<file path="src/rtl/omr_grader.sv">
// omr_grader: grades one-hot OMR answer beats against a stored key with optional negative marking
module omr_grader #(
   parameter int NUM_Q = 10,
   parameter int ANS_W = 4,
   parameter int MARK_POS = 4,
   parameter int MARK_NEG = 1,
   localparam int CNT_W = $clog2(NUM_Q + 1),
   localparam int SCORE_W = $clog2(NUM_Q * MARK_POS + 1) + 1
)(
   input  logic                      clk,
   input  logic                      reset_n,
   input  logic                      key_valid,
   input  logic [ANS_W-1:0]          key_data,
   input  logic                      start,
   input  logic                      neg_en,
   input  logic                      abort,
   input  logic                      ans_valid,
   input  logic [ANS_W-1:0]          ans_data,
   output logic                      ans_ready,
   output logic                      key_loaded,
   output logic                      done,
   output logic [CNT_W-1:0]          correct_cnt,
   output logic [CNT_W-1:0]          wrong_cnt,
   output logic [CNT_W-1:0]          blank_cnt,
   output logic signed [SCORE_W-1:0] score
);
   localparam logic [1:0] IDLE = 2'd0;
   localparam logic [1:0] GRADE = 2'd1;
   localparam logic [1:0] DONE = 2'd2;
   logic [1:0] state;
   logic [ANS_W-1:0] key [NUM_Q];
   logic [CNT_W-1:0] key_ptr, q_ptr, wptr;
   logic [ANS_W-1:0] key_cur;
   logic neg_l, onehot, is_correct, is_blank, is_wrong, wlast, qlast;
   always_comb begin
      key_cur = key[q_ptr];
      onehot = (ans_data != '0) && ((ans_data & (ans_data - ANS_W'(1))) == '0);
      is_correct = (key_cur == '0) || (onehot && |(ans_data & key_cur));
      is_blank = !is_correct && (ans_data == '0);
      is_wrong = !is_correct && !is_blank;
      wptr = key_loaded ? '0 : key_ptr;
      wlast = wptr == CNT_W'(NUM_Q - 1);
      qlast = q_ptr == CNT_W'(NUM_Q - 1);
   end
   assign ans_ready = state == GRADE;
   assign done = state == DONE;
   assign score = SCORE_W'(MARK_POS * int'(correct_cnt) - (neg_l ? MARK_NEG * int'(wrong_cnt) : 0));
   always_ff @(posedge clk or negedge reset_n) begin
      if (!reset_n) begin
         state <= IDLE;
         key_ptr <= '0;
         q_ptr <= '0;
         key_loaded <= 1'b0;
         neg_l <= 1'b0;
         correct_cnt <= '0;
         wrong_cnt <= '0;
         blank_cnt <= '0;
         for (int i = 0; i < NUM_Q; i++) key[i] <= '0;
      end else if (state == IDLE) begin
         if (key_valid) begin
            key[wptr] <= key_data;
            key_loaded <= wlast;
            key_ptr <= wlast ? '0 : wptr + CNT_W'(1);
         end else if (start && key_loaded) begin
            state <= GRADE;
            q_ptr <= '0;
            neg_l <= neg_en;
            correct_cnt <= '0;
            wrong_cnt <= '0;
            blank_cnt <= '0;
         end
      end else if (abort) begin
         state <= IDLE;
         q_ptr <= '0;
         correct_cnt <= '0;
         wrong_cnt <= '0;
         blank_cnt <= '0;
      end else if (state == GRADE) begin
         if (ans_valid) begin
            correct_cnt <= correct_cnt + CNT_W'(is_correct);
            wrong_cnt <= wrong_cnt + CNT_W'(is_wrong);
            blank_cnt <= blank_cnt + CNT_W'(is_blank);
            q_ptr <= qlast ? '0 : q_ptr + CNT_W'(1);
            if (qlast) state <= DONE;
         end
      end else if (start) begin
         state <= GRADE;
         q_ptr <= '0;
         neg_l <= neg_en;
         correct_cnt <= '0;
         wrong_cnt <= '0;
         blank_cnt <= '0;
      end
   end
endmodule

</file>
<file path="config.mk">
export PLATFORM = sky130hd
export DESIGN_NAME = omr_grader
export DESIGN_NICKNAME = d
export VERILOG_FILES = /design/src/rtl/omr_grader.sv
export SDC_FILE = /design/constraint.sdc
export NUM_CORES = 1
export LEC_CHECK = 0
export ABC_AREA = 1
export CORE_MARGIN = 2
export CORE_UTILIZATION = 51
export DETAILED_ROUTE_END_ITERATION = 6
export PLACE_DENSITY = 0.76
export SYNTH_ARGS = -nofsm -noshare
export SYNTH_HDL_FRONTEND = slang
export SYNTH_SLANG_ARGS = --single-unit
</file>
<file path="constraint.sdc">
create_clock -name clk -period 2.02 [get_ports clk]
set_clock_uncertainty 0.1 [all_clocks]
set_input_delay 0.202 -clock clk [delete_from_list [all_inputs] [get_ports clk]]
set_output_delay 0.202 -clock clk [all_outputs]
set_load 0.01 [all_outputs]
</file>
==> flow_summary_export.csv <==
group,metric,value,unit
critical_path,r2r-end,"wrong_cnt[2]",
synth,synth_top_family_by_area,"simple AND/OR/NAND/NOR gates",
synth,synthCells,444,
layout,multi_input_area,1790,um2
synth,ys_types,34,
pwr,ir_drop,0.877,mV
cts,cts.sinks,64,
synth,async_reset_ff_share,100,%
placed_design,hpwl,5760,um
timing,rsz0062_at_grt,"yes",
layout,layout_commonest_cell,"nand2_1",
synth,syn_avg_cell_area,7.66,um2
critical_path,cp-end-kind,"register",
job,drv_cap,0,
synth,synth_mux_area_share,0,%
critical_path,critical-path-top-delay-family,"simple AND/OR/NAND/NOR gates",
drt,wl_per_cell,14.7,um
critical_path,r2r_setup_slack,-290,ps
global_route,grt_pass1_wl,13900,um
critical_path,crit_required,2180,ps
synth,synth.largest_area_cell,"dfrtp_1",
drt,drt_iter0_markers,260,
drt,post_drt_via_cell_ratio,5.41,
synth,synth_compound_area_share,10.8,%
synth,yosys.area_share.adder,4.05,%
synth,synthXorXnorAreaFrac,1.54,%
layout,fillers,477,
synth,synth_top_flop_cell,"dfrtp_1",
cts,cts_root_buffer,"clkbuf_8",
synth,ys_seq_elements,64,
cts,cts_buffer_depth,2,
synth,synth_nets,470,
global_route,use_met2,40.0,%
floorplanning,coreArea,6390,um2
layout,final_layout_size_suffix_gt1_share,23.2,%
synth,synth.top_cell.area_share,47.1,%
cts,cts_buffers,9,
cts,cts_tree,"done",
synth,synth-seq-area-share,47.1,%
outcome,violations,"setup timing",
layout,antenna_cells,0,
critical_path,cp_slowest_stage_delay,420,ps
global_route,use_met3,4.04,%
layout,fin_util,72.4,%
drt,drcViolationCount,0,
global_route,grt_util_all_layers,24.5,%
placed_design,gp_congestion,0.882,
critical_path,r2r_start,"q_ptr[0]",
critical_path,crit_top_cell,"nand2_1",
outcome,status,"complete, but fails checks",
global_route,busiest_layer,"met2",
critical_path,worstPathMaxFanout,5,
timing,drv_slew,0,
synth,synth_edf_count,0,
synth,synth.area.top_cells,"dfrtp_1 (47%), nand2_1 (17%), o21ai_0 (7.4%), nand3_1 (5.4%), inv_1 (5.0%)",
drt,wl,8910,um
global_route,grt_max_degree,65,
floorplanning,start_util,53.3,%
layout,mostFrequentLayoutCells,"nand2_1 (136), dfrtp_1 (63), o21ai_0 (49), inv_1 (45)",
drt,dr_total_vias,3282,
cts,clk_pin_slew,70,ps
synth,ys_warn_count,0,
timing,setup_ws,-294,ps
cts,clock_latency,350,ps
layout,finalNonFillerCells,607,
drt,drtAntennaViolNets,0,
global_route,grt_pass1_vias,2983,
floorplanning,die_width,85.7,um
global_route,globalRoute.totalOverflow,0,
timing,timing.fmax,0.432,GHz
pwr,p_leak,2.31,nW
global_route,met1_usage,32.3,%
layout,area_growth,35.9,%
pwr,power.density,1250,nW/um2
synth,syn_area,3400,um2
placed_design,port_buffers,36,
timing,finalCriticalPeriod,2310,ps
critical_path,startpoint_type,"register",
critical_path,crit_chain,"clkinv_4 > clkbuf_16 > nand2_1 > nand2_1 > nand2_1 > nand3_2 > nand3_1 > nand2_2 > nor2_1 > nand2_1 > nand2_2 > nor2_2 > ha_2 > ha_4 > and3_1 > nor3_1",
critical_path,arrival,2470,ps
floorplanning,die-area,7340,um2
timing,fin_crit_sh,115,%
cts,htreeDepth,3,
placed_design,pre_cts_slack,-252,ps
min_path,worst_hold_path_type,"in2async",
global_route,antenna_found_initial,0,
timing,fin_tns_setup,-2200,ps
drt,drt-pass1-iter-count,5,
floorplanning,io_pins,37,
layout,fin_nets,551,
floorplanning,rows,29,
placed_design,dp_cells,584,
timing,maxSlewHeadroom,74.1,%
synth,synthSimpleGateAreaFrac,29.6,%
timing,worstMarginPinSlew,387,ps
layout,seqCellArea,1600,um2
timing,hold_violations,0,
critical_path,worst_r2r_path_depth,16,
floorplanning,die_y,85.7,um
critical_path,cp_slowest_cell,"dfrtp_2",
timing,setup_violations,14,
critical_path,critPathBufInv,2,
critical_path,path_class,"reg2reg",
[worst register-to-register path: cells and delay by family, from the launching register on]
family | cells | cell delay, ps
fa+ha+maj | 2 | 360
buf+inv | 2 | 270
simple gates | 12 | 1090
flops | 1 | 420
[metrics by stage]
step | total power, mW | hold slack [ps] | instance area, um2
6_report | 5.77 | 280 | 4620
5_1_grt | 6.22 | 330 | 4620
4_1_cts | 5.34 | 300 | 4340
3_5_place_dp | 4.24 | 140 | 4110
3_3_place_gp | 4.15 | 140 | 4110
2_1_floorplan | 3.44 | -194 | 3440
[cell usage after synthesis (2+ instances only)]
cell	n
nor2_1	28
inv_2	3
nand2_1	153
buf_2	7
nand3_1	37
dfrtp_1	64
inv_1	45
xor2_1	6
nor2_4	2
ha_1	11
o21ai_1	4
a21oi_1	6
nor3_1	3
o21ai_0	50
nand4_1	4
nand2_2	3
[flip-flops by register name, indices dropped and copies added (netlist names)]
register	count
state	2
key	40
correct_cnt	4
key_loaded	1
q_ptr	4
neg_l	1
key_ptr	4
wrong_cnt	4
blank_cnt	4
[report_power, final]
| part | switching, mW | internal [mW] | leakage, nW | total, mW |
|---|---|---|---|---|
| sequential | 0.270 | 1.70 | 0.838 | 1.97 |
| combinational | 1.54 | 1.14 | 1.37 | 2.68 |
| clock | 0.483 | 0.634 | 0.103 | 1.12 |
[cell families after synthesis]
| kind of cell | after synthesis |
|---|---|
| buf+inv | 58 |
| xor+xnor | 6 |
| simple gates | 237 |
| fa+ha+maj | 11 |
| flops | 64 |
| compound gates | 68 |
[how the worst max path moves through the flow]
stage / end / slack [ps] / startpoint / cells past startpoint
after floorplan: wrong_cnt[2] / -40 / q_ptr[0] / 16
after global placement: wrong_cnt[1] / -180 / q_ptr[1] / 14
after detailed placement: correct_cnt[2] / -250 / q_ptr[0] / 16
after CTS: wrong_cnt[2] / -250 / q_ptr[0] / 16
after global routing: wrong_cnt[3] / -470 / q_ptr[0] / 16
final: wrong_cnt[2] / -290 / q_ptr[0] / 16
[repair_timing]
| action | CTS | global route |
|---|---|---|
| endpoints found under the setup margin | 16 | 20 |
| gates cloned | 0 | 3 |
| hold buffers | 1 | 0 |
| buffers inserted | 0 | 3 |
| gates resized for setup | 25 | 55 |
| pin swaps | 2 | 24 |
| hold endpoints to repair | 64 | 0 |
[area by class of cell]
class	count	area share, %
multi-input cells	322	38.7
flip-flops and latches	64	34.7
repair buffers	78	16.0
inverters	50	4.22
clock buffers	13	3.44
well taps	77	2.08
clock inverters	3	0.866
[per-layer routing]
layer / up-vias / share of wire (%) / wire length (um)
met3: 17 / 4.7 / 416
met1: 1572 / 41 / 3700
met5: - / 0 / 0
met2: 95 / 52 / 4600
li1: 1598 / - / -
met4: 0 / 2.1 / 191
Power figures use the tool's default switching activity.
